--- src/rtl/fifo_read_drain.sv ---
// Read-side FIFO consumer: pops first-word-fall-through data into a 2-entry
// skid buffer that feeds a registered valid/ready stream, with flush and counters.
module fifo_read_drain #(
    parameter int WORDSIZE = 8,
    parameter int CNTW     = 16
) (
    input  logic                rclk,
    input  logic                rst,
    input  logic                empty,
    input  logic [WORDSIZE-1:0] read_data,
    output logic                signal_read,
    input  logic                enable,
    input  logic                flush,
    output logic [WORDSIZE-1:0] out_data,
    output logic                out_valid,
    input  logic                out_ready,
    output logic [CNTW-1:0]     rd_count,
    output logic [CNTW-1:0]     drop_count
);

    typedef enum logic [1:0] {
        ST_EMPTY = 2'd0,
        ST_ONE   = 2'd1,
        ST_TWO   = 2'd2
    } state_t;

    state_t              state;
    logic                vld_p1;
    logic [WORDSIZE-1:0] head_data_p1;
    logic [WORDSIZE-1:0] skid_data_p1;
    logic                push;
    logic                pop;

    // Words lost to a flush: whatever was buffered minus a word that left this cycle.
    function automatic logic [CNTW-1:0] drop_amount(input state_t s, input logic p);
        logic [CNTW-1:0] amt;
        amt = '0;
        unique case (s)
            ST_ONE:  amt = p ? CNTW'(0) : CNTW'(1);
            ST_TWO:  amt = p ? CNTW'(1) : CNTW'(2);
            default: amt = '0;
        endcase
        return amt;
    endfunction

    // Pop decision ignores out_ready so the stream never loops back into the FIFO.
    assign signal_read = !rst && enable && !empty && !flush && (state != ST_TWO);
    assign push        = signal_read;
    assign pop         = vld_p1 && out_ready;
    assign out_valid   = vld_p1;
    assign out_data    = head_data_p1;

    // Stage p1: occupancy, head word and counters.
    always_ff @(posedge rclk) begin
        if (rst) begin
            state        <= ST_EMPTY;
            vld_p1       <= 1'b0;
            head_data_p1 <= '0;
            rd_count     <= '0;
            drop_count   <= '0;
        end else begin
            if (push) begin
                rd_count <= rd_count + CNTW'(1);
            end
            if (flush) begin
                state      <= ST_EMPTY;
                vld_p1     <= 1'b0;
                drop_count <= drop_count + drop_amount(state, pop);
            end else begin
                unique case (state)
                    ST_EMPTY: begin
                        if (push) begin
                            head_data_p1 <= read_data;
                            state        <= ST_ONE;
                            vld_p1       <= 1'b1;
                        end
                    end
                    ST_ONE: begin
                        if (push && pop) begin
                            head_data_p1 <= read_data;
                        end else if (push) begin
                            state <= ST_TWO;
                        end else if (pop) begin
                            state  <= ST_EMPTY;
                            vld_p1 <= 1'b0;
                        end
                    end
                    ST_TWO: begin
                        if (pop) begin
                            head_data_p1 <= skid_data_p1;
                            state        <= ST_ONE;
                        end
                    end
                    default: begin
                        state  <= ST_EMPTY;
                        vld_p1 <= 1'b0;
                    end
                endcase
            end
        end
    end

    // Skid register only matters in TWO, so it carries no reset.
    always_ff @(posedge rclk) begin
        if (state == ST_ONE && push && !pop) begin
            skid_data_p1 <= read_data;
        end
    end

endmodule

--- config.mk ---
export PLATFORM = sky130hd
export DESIGN_NAME = fifo_read_drain
export DESIGN_NICKNAME = d
export VERILOG_FILES = /design/src/rtl/fifo_read_drain.sv
export SDC_FILE = /design/constraint.sdc
export NUM_CORES = 1
export LEC_CHECK = 0
export ABC_AREA = 0
export BUFFER_PORTS_ARGS = -buffer_cell sky130_fd_sc_hd__buf_4
export CAP_MARGIN = 40
export CORE_ASPECT_RATIO = 2
export CORE_MARGIN = 5
export CORE_UTILIZATION = 40
export DETAILED_ROUTE_END_ITERATION = 16
export PLACE_DENSITY_LB_ADDON = 0.2
export SLEW_MARGIN = 20
export SYNTH_ARGS = -nofsm -noshare
export SYNTH_HDL_FRONTEND = slang
export SYNTH_SLANG_ARGS = --single-unit
--- constraint.sdc ---
create_clock -name rclk -period 2.2 [get_ports rclk]
set_clock_uncertainty 0.05 [all_clocks]
set_input_delay 0.11 -clock rclk [delete_from_list [all_inputs] [get_ports rclk]]
set_output_delay 0.11 -clock rclk [all_outputs]
set_load 0.005 [all_outputs]
# After elaboration in Yosys (flattened, before gate mapping)
# Cells that the tools add are included.
# op_classes
n_bitwise	2
n_eq_ne	10
n_addsub	2
n_mux	20
n_reduce_logical	18
# ops
op	n
$mux W16	2
$mux W8	3
$pmux W8 S3	1
$add A16 B1 Y16 const B	1
$add A16 B16 Y16	1
$ne A2 B2 Y1 const B	7
$mux W2	6
$reduce_and A5 Y1	2
$logic_and A1 B1 Y1	8
$pmux W2 S3	1
$mux W1	5
$logic_not A1 Y1	4
$pmux W2 S2	1
$reduce_and A4 Y1	1
$ne A3 B3 Y1 const B	1
$pmux W1 S3	1
$reduce_bool A3 Y1	1
$eq A2 B1 Y1 const B	1
$eq A2 B2 Y1 const B	1
$logic_not A2 Y1	1
$not A1 Y1	2
$reduce_or A2 Y1	1
# word_totals
inputBits	14
word_cells	58
reg_bits	51

# Logic depth before layout (Yosys ltp)
# Gate-level depths: netlist of the first run.
# depth
ltp_word	8
mapped_depth	10
mapped_depth_nobuf	10

# Worst setup path after synthesis of the first run
# No wires, ideal clock.
# synth_path
path_type	reg2reg
from	reg vld_p1 (netlist: out_valid)
to	reg drop_count[15]
stages_incl_launch_ff	9
n_path_buf	0
path_slack_ns	-0.019
required_ns	2.079
arrival_ns	2.099
cell_sequence	dfxtp_1 -> nand2_1 -> nand2_1 -> inv_1 -> ha_1 -> a21oi_1 -> or4_1 -> or3_1 -> a21oi_1
# synth_via
elab_chain_cells	6
elab_cells_between_ends	7
# synth_rtl
element	line_no	source
start: declaration	28	logic vld_p1;
start signal: assignment	57	vld_p1 <= 1'b0;
start signal: assignment	67	vld_p1 <= 1'b0;
start signal: assignment	75	vld_p1 <= 1'b1;
$logic_and A1 B1 Y1 (*)	49	assign pop = vld_p1 && out_ready;
$mux W2 or $mux W1 (tied branches)	40, 39	
$pmux W2 S2 (*)	38	unique case (s)
$mux W16 (*)	65	if (flush) begin
$mux W16 (*)	55	if (rst) begin
$add A16 B16 Y16 (*)	68	drop_count <= drop_count + drop_amount(state, pop);
end signal: assignment	68	
end: declaration	18	output logic [CNTW-1:0] drop_count
# Mark *: on every way between the ends. The rest lies on a longest branch, timed or not. The select of a mux whose other input is x is not followed.
# A chain may end at the register's enable or synchronous reset.

# Worst setup path after layout of the first run
# layout_path
from	reg state[1]
to	reg drop_count[10]
# layout_via
elab_chain_cells	5
elab_cells_between_ends	6
# layout_rtl
element	line_no	source
start: declaration	27	state_t state;
start signal: assignment	56	state <= ST_EMPTY;
start signal: assignment	66	state <= ST_EMPTY;
start signal: assignment	74	state <= ST_ONE;
$eq A2 B2 Y1 or $eq A2 B1 Y1 (tied branches)	38	
$pmux W2 S2 (*)	38	
$mux W16 (*)	65	
$mux W16 (*)	55	
$add A16 B16 Y16 (*)	68	
# Marks and branches as above.

==> flow_metrics.py, run 1 <==
metrics = {
    "status": {
        "run_status": "complete, no violations",
    },
    "die": {
        "core_area_sq_um": 5758,
        "floorplan.die_area_sq_um": 7682,
        "initial_utilization_pct": 41.31,
        "top_level_ports": 56,
        "die-height_microns": 119.1,
        "die-width_microns": 64.53,
        "num_rows": 39,
    },
    "power_and_ir_drop": {
        "pwr_density_cell_nw_per_um2": 592.0,
        "max-vdd-ir-drop_mv": 0.4772,
        "power.sequential.fraction_pct": 49.9,
        "netSwitchingFraction_pct": 19.45,
        "clockPowerShare_pct": 44.0,
        "p_int_mw": 1.557,
        "power.static_leakage_nw": 1.280,
        "switching_power_uw": 376.0,
        "p_comb_share_pct": 6.1,
    },
    "worst_setup_path": {
        "startpoint_type": "flip-flop",
        "crit_path_frequent_cell": "nand3b_1",
        "rr_worst_depth": 10,
        "worstSetupPathType": "reg -> reg",
        "cp_depth": 10,
        "rrSetupSlack_ns": 0.10,
        "required_ns": 2.31,
        "crit_family": "simple AND/OR/NAND/NOR gates",
        "critPathCaptureType": "flip-flop",
        "r2r_path_end": "drop_count[10]",
        "cp.arrival_ns": 2.21,
        "rr_startpoint": "state[1]",
        "critical-path-slowest-cell": "dfxtp_2",
        "critPathMaxFanout": 5,
        "timing.critical_path.cells": "nand3b_1, o21ai_2, ha_2, inv_2, fa_2, nand3b_1, buf_4, nor3_4, xnor2_1, nor2_1",
        "worst_path_largest_cell_delay_ns": 0.34,
        "timing.critical_path.buf_inv": 2,
    },
    "routing": {
        "met3RoutedLength_microns": 256,
        "drt-vias-per-instance": 5.365,
        "drtAntennaViolNets": 0,
        "detail_route.wirelength.met1_microns": 2152,
        "drc_errors": 0,
        "total_routed_length_microns": 5845,
        "drt-wirelength-per-cell_microns": 14.72,
        "detailroute.wirelength.met2_microns": 3341,
        "highest-signal-layer": "met4",
        "drt-initial-drc-count": 56,
        "drtPass1Iterations": 4,
        "vias": 2130,
    },
    "logic_synthesis": {
        "yosys_warnings": 0,
        "synth.distinct_cells": 44,
        "synth.net_count": 275,
        "area_share_of_the_largest_cell_type_after_synthesis_pct": 36.19,
        "synth-main-ff-cell": "dfxtp_1",
        "synth_largest_area_cell": "dfxtp_1",
        "count_of_flip_flops_with_a_built_in_enable_after_synthesis": 8,
        "postSynth.asyncResetShare_pct": 0,
        "postSynthCellCount": 257,
        "yosysSeqAreaShare_pct": 46.29,
        "postSynthRegisterBits": 51,
        "ys_top_cells_by_area": "dfxtp_1, edfxtp_1, a21oi_1",
        "synthesis.area_sq_um": 2379,
        "synth_area_per_cell_sq_um": 9.255,
    },
    "global_routing": {
        "grt_pass1_vias": 2151,
        "grt_pass1_wl_microns": 9867,
        "grt_max_degree": 36,
        "number_of_antenna_violations_at_the_first_check_in_global_routing": 0,
        "grt_usage_pct": 15.93,
        "grt.overflow.total": 0,
    },
    "sta": {
        "period_needed_ns": 2.099,
        "total_negative_slack_ns": 0,
        "final-hold-violation-count": 0,
        "rsz0062_at_grt": "yes",
        "maxSlewViolCount": 0,
        "timing.final.crit_share_pct": 95.39,
        "max_freq_mhz": 476.5,
        "timing.final.ws_setup_ns": 0.1013,
        "final-setup-viol-count": 0,
        "slew_headroom_pct": 73.49,
        "tightest_slew_ns": 0.3977,
    },
    "finish": {
        "num-nets-final": 353,
        "layout-area-overhead-vs-synth_pct": 37.30,
        "ratio_of_cells_with_drive_above_1_in_the_final_layout_pct": 33.04,
        "multiInputGateArea_sq_um": 1260,
        "layout.filler_cells": 539,
        "most-common-layout-cells": "buf_4, dfxtp_1, nor2_1",
        "antenna_cells": 0,
        "layout_commonest_cell": "buf_4",
        "post-route-util_pct": 56.71,
        "register_area_sq_um": 1105,
    },
    "cts": {
        "tritoncts_num_sinks": 51,
        "cts_made_buffers": 5,
        "htree_num_levels": 2,
        "worst_skew_pair.late_latency_ns": 0.28,
        "root_buffer": "clkbuf_16",
        "clockBufferDepth": 2,
        "clk_pin_slew_ns": 0.06,
        "tritoncts": "built",
    },
    "worst_hold_path": {
        "min_from": "rst",
        "worst_hold_path.endpoint": "out_data[0]",
        "hold_class": "in -> reg",
        "worst_hold_path.num_cells": 2,
    },
    "placed_design": {
        "post-place-ws_ns": -0.01407,
        "portBuffers": 55,
        "hpwl_microns": 4337,
        "place.gp.congestion": 0.8338,
    },
    "run": {
        "drv.max_cap_violation_count": 0,
    },
}
-- power by group through the flow --
stage	sequential, mW	combinational [mW]	clock [mW]
after floorplan	0.983	0.0520	0
after detailed placement	0.984	0.106	0
after global routing	0.965	0.131	0.921
after global placement	0.984	0.105	0
after CTS	0.963	0.118	0.876
final	0.964	0.118	0.851
-- kinds of logic after synthesis --
group	Yosys count	share of synthesized area, %
DFF	51	46.29
AOI/OAI and AO/OA	46	11.78
muxes	9	4.208
buffers and inverters	19	3.104
and+or+nand+nor	112	26.30
xor gates and xnor gates	16	5.892
adders and majority gates	4	2.420
-- state kept, by name, summed over array words and instances, names as in the netlist --
name	flops
drop_count	16
rd_count	16
out_data	8
skid_data_p1	8
state	2
out_valid	1
-- cells in the mapped netlist, types with 3 or more instances --
cell type	count
mux2_2	8
xor2_1	8
clkbuf_1	6
ha_1	3
nand4_1	7
nand3b_1	3
nor4_1	3
dfxtp_1	43
inv_1	9
or2_2	3
nor2_1	22
nand3_1	14
and4_1	3
a21oi_1	22
and3_1	3
o21a_1	3
nor3_1	20
edfxtp_1	8
xnor2_1	8
nand2_1	12
o21ai_0	9
or4_1	3
or3_1	9
-- area by class of cell --
class / count / area share [%]
clock buffer: 7 / 4.061
tap: 61 / 2.337
sequential: 51 / 33.83
multi-input combinational: 187 / 38.58
clock inverter: 1 / 0.9195
inverter: 9 / 1.034
timing repair buffer: 81 / 19.23
-- what timing repair did --
item                                    CTS  global route
endpoints found under the setup margin    1             9
endpoints found under the hold margin     8             0
hold buffers                              8             0
gates resized for setup                   1            16
pin swaps                                 0             3
buffers inserted                          0             2
-- per-layer routing --
layer  global-route usage, %  vias up
li1                        -     1088
met1                   16.72      998
met2                   29.99       38
met3                   3.766        6
met4                   5.563        0
met5                       0        -
-- how the worst max path moves through the flow --
stage                          from             end  slack (ns)
after floorplan           out_valid  drop_count[15]        0.02
after CTS                  state[1]  drop_count[14]       -0.01
after global placement     state[1]  drop_count[12]        0.07
after global routing       state[1]  drop_count[12]       -0.06
after detailed placement   state[1]  drop_count[12]       -0.01
final                      state[1]  drop_count[10]        0.10
-- metrics by stage --
step	hold slack [ns]	power (mW)	instance area [sq um]	std cells
after floorplan	0.1589	1.035	2382	257
after global placement	0.2464	1.089	2952	379
after detailed placement	0.2472	1.091	2952	379
after CTS	0.02866	1.957	3201	395
after global routing	0.04131	2.017	3266	397
final	0.02559	1.933	3266	397
(Power assumes the default switching activity.)
==> run 2, diff against run 1 <==
==> constraint.sdc (replaced) <==
create_clock -name rclk -period 2.2 [get_ports rclk]
set_clock_uncertainty 0.05 [all_clocks]
set_input_delay 0.44 -clock rclk [delete_from_list [all_inputs] [get_ports rclk]]
set_output_delay 0.44 -clock rclk [all_outputs]
set_load 0.005 [all_outputs]
==> run 2 against run 1 <==
Effect of this change:
- combinational power shrank 9%
- flip-flop and latch count unchanged
- cell count down 0.76%
- die area did not move
- utilization fell by 0.74 points
- count of clock-buffer cells in the layout did not move
- worst hold slack improved by 0.26 ns
- sequential share of layout area increased by 0.60 points
- final area is 1.3% lower
- critical path type unchanged
- fmax is 1.7% lower
- worst setup slack worse by 0.036 ns
- register-to-register slack got worse by 0.04 ns
==> flow_metrics.py, run 2 (synthesis gave the netlist of run 1 again) <==
metrics = {
    "power_and_ir_drop": {
        "p_total_mw": 1.919,
        "p_int_mw": 1.547,
        "pwr_density_cell_nw_per_um2": 595.3,
        "switching_power_uw": 371.6,
        "power.static_leakage_nw": 1.263,
        "power.sequential.fraction_pct": 50.1,
        "clockPowerShare_pct": 44.3,
        "netSwitchingFraction_pct": 19.36,
        "max-vdd-ir-drop_mv": 0.6220,
        "p_comb_share_pct": 5.6,
    },
    "status": {
        "run_status": "complete, no violations",
    },
    "finish": {
        "biggest_regs": "drop_count (16), rd_count (16)",
        "instances_no_fill": 394,
        "antenna_cells": 0,
        "num-nets-final": 350,
        "layout_commonest_cell": "buf_4",
        "layout-area-overhead-vs-synth_pct": 35.51,
        "post-route-util_pct": 55.98,
        "most-common-layout-cells": "buf_4, dfxtp_1, nor2_1",
        "register_area_sq_um": 1110,
        "layout.filler_cells": 554,
        "ratio_of_cells_with_drive_above_1_in_the_final_layout_pct": 34.53,
        "multiInputGateArea_sq_um": 1255,
    },
    "routing": {
        "drtPass1Iterations": 4,
        "vias": 2106,
        "drt-wirelength-per-cell_microns": 14.21,
        "drc_errors": 0,
        "drt-initial-drc-count": 67,
        "drt-vias-per-instance": 5.345,
        "total_routed_length_microns": 5597,
        "drtAntennaViolNets": 0,
    },
    "global_routing": {
        "globalRouteMet2Util_pct": 28.56,
        "grt_max_degree": 37,
        "grt.overflow.total": 0,
        "gr-usage-met1_pct": 16.91,
        "use_met3_pct": 3.672,
        "grt_pass1_vias": 2169,
        "grt_pass1_wl_microns": 9798,
        "grt_most_used_layer": "met2",
        "grt_usage_pct": 15.70,
        "number_of_antenna_violations_at_the_first_check_in_global_routing": 0,
    },
    "worst_setup_path": {
        "worst_path_largest_cell_delay_ns": 0.58,
        "worstSetupPathType": "reg -> reg",
        "required_ns": 2.37,
        "startpoint_type": "flip-flop",
        "timing.critical_path.cells": "nor2b_2, nand2_2, inv_1, ha_1, a21oi_1, or4_4, or3_4, a21oi_2",
        "rr_worst_depth": 8,
        "r2r_path_end": "drop_count[13]",
        "rr_startpoint": "state[1]",
        "cp.arrival_ns": 2.30,
        "rrSetupSlack_ns": 0.07,
        "critical-path-slowest-cell": "or4_4",
        "critPathMaxFanout": 6,
        "critPathCaptureType": "flip-flop",
    },
    "worst_hold_path": {
        "min_from": "read_data[3]",
        "hold_class": "in -> reg",
        "worst_hold_path.endpoint": "skid_data_p1[3]",
        "worst_hold_path.num_cells": 1,
    },
    "cts": {
        "root_buffer": "clkbuf_16",
        "clk_pin_slew_ns": 0.06,
        "cts_made_buffers": 5,
        "tritoncts": "built",
        "cts.repair_timing.setup_buffer_count": 0,
        "cts.hold.buffers_added": 0,
        "tritoncts_num_sinks": 51,
        "clockBufferDepth": 2,
        "htree_num_levels": 2,
        "worst_skew_pair.late_latency_ns": 0.28,
    },
    "placed_design": {
        "portBuffers": 55,
        "place.gp.congestion": 0.8487,
        "number_of_placed_instances_taps_included": 386,
        "hpwl_microns": 4264,
    },
    "die": {
        "initial_utilization_pct": 41.31,
        "floorplan.die_area_sq_um": 7682,
        "num_rows": 39,
        "die-height_microns": 119.1,
        "core_area_sq_um": 5758,
        "top_level_ports": 56,
        "die-width_microns": 64.53,
    },
    "sta": {
        "rsz0062_at_grt": "yes",
        "slew_headroom_pct": 73.29,
        "final-hold-violation-count": 0,
        "tightest_slew_ns": 0.4006,
        "period_needed_ns": 2.134,
        "timing.final.crit_share_pct": 97.02,
        "maxSlewViolCount": 0,
        "max_freq_mhz": 468.5,
        "total_negative_slack_ns": 0,
        "final-setup-viol-count": 0,
    },
    "run": {
        "drv.max_cap_violation_count": 0,
    },
}
run 2: cell types whose count changed in the layout (fill, tap and decap cells not counted), sizes merged:
cell	delta
dlygate4sd3	-8
buf	+5
run 2: worst max-delay path by stage:
stage | start | endpoint | slack [ns] | cells past startpoint
after floorplan | out_ready | drop_count[15] | 0.04 | 7
after global placement | out_ready | drop_count[12] | -0.10 | 11
after detailed placement | out_ready | drop_count[12] | -0.13 | 11
after CTS | state[1] | drop_count[12] | -0.04 | 9
after global routing | state[1] | drop_count[11] | -0.02 | 8
final | state[1] | drop_count[13] | 0.07 | 8
run 2: routing by layer:
| metal | routed length [microns] | share of wire, % |
|---|---|---|
| met4 | 121 | 2.2 |
| met2 | 3129 | 56 |
| met3 | 265 | 4.7 |
| met5 | 0 | 0 |
| met1 | 2081 | 37 |
run 2: through the flow:
stage               hold WS [ns]  setup WS, ns  instance area, sq um
CTS                       0.2837      -0.03597                  3172
detailed placement        0.4379       -0.1293                  3009
global placement          0.4251       -0.1004                  3009
global route              0.2804      -0.01652                  3223
finish                    0.2890       0.06557                  3223
floorplan                 0.4243       0.04250                  2387
run 2: repair_timing:
| item | CTS | global route |
|---|---|---|
| setup endpoints to repair | 2 | 9 |
| gates resized for setup | 0 | 16 |
| endpoints found under the hold margin | 0 | 0 |
| pin swaps | 0 | 7 |
run 2: worst max-delay path: cells and delay by family, from the launching register on:
family | cells | cell delay [ns]
fa+ha+maj | 1 | 0.26
compound gates | 2 | 0.20
flops | 1 | 0.36
simple gates | 4 | 1.16
buf+inv | 1 | 0.05
run 2: layout make-up:
cell class / instances / share of cell area [%]
Clock inverter: 1 / 0.9317
Timing Repair Buffer: 78 / 18.17
Inverter: 9 / 1.048
Tap cell: 61 / 2.368
Clock buffer: 7 / 4.115
Sequential cell: 51 / 34.43
Multi-Input combinational cell: 187 / 38.94
run 2: power by group through the flow:
stage	logic (mW)	registers [mW]	clock network, mW
floorplan	0.0522	0.984	0
global placement	0.106	0.984	0
detailed placement	0.108	0.985	0
CTS	0.108	0.963	0.870
global route	0.120	0.963	0.924
finish	0.107	0.962	0.849
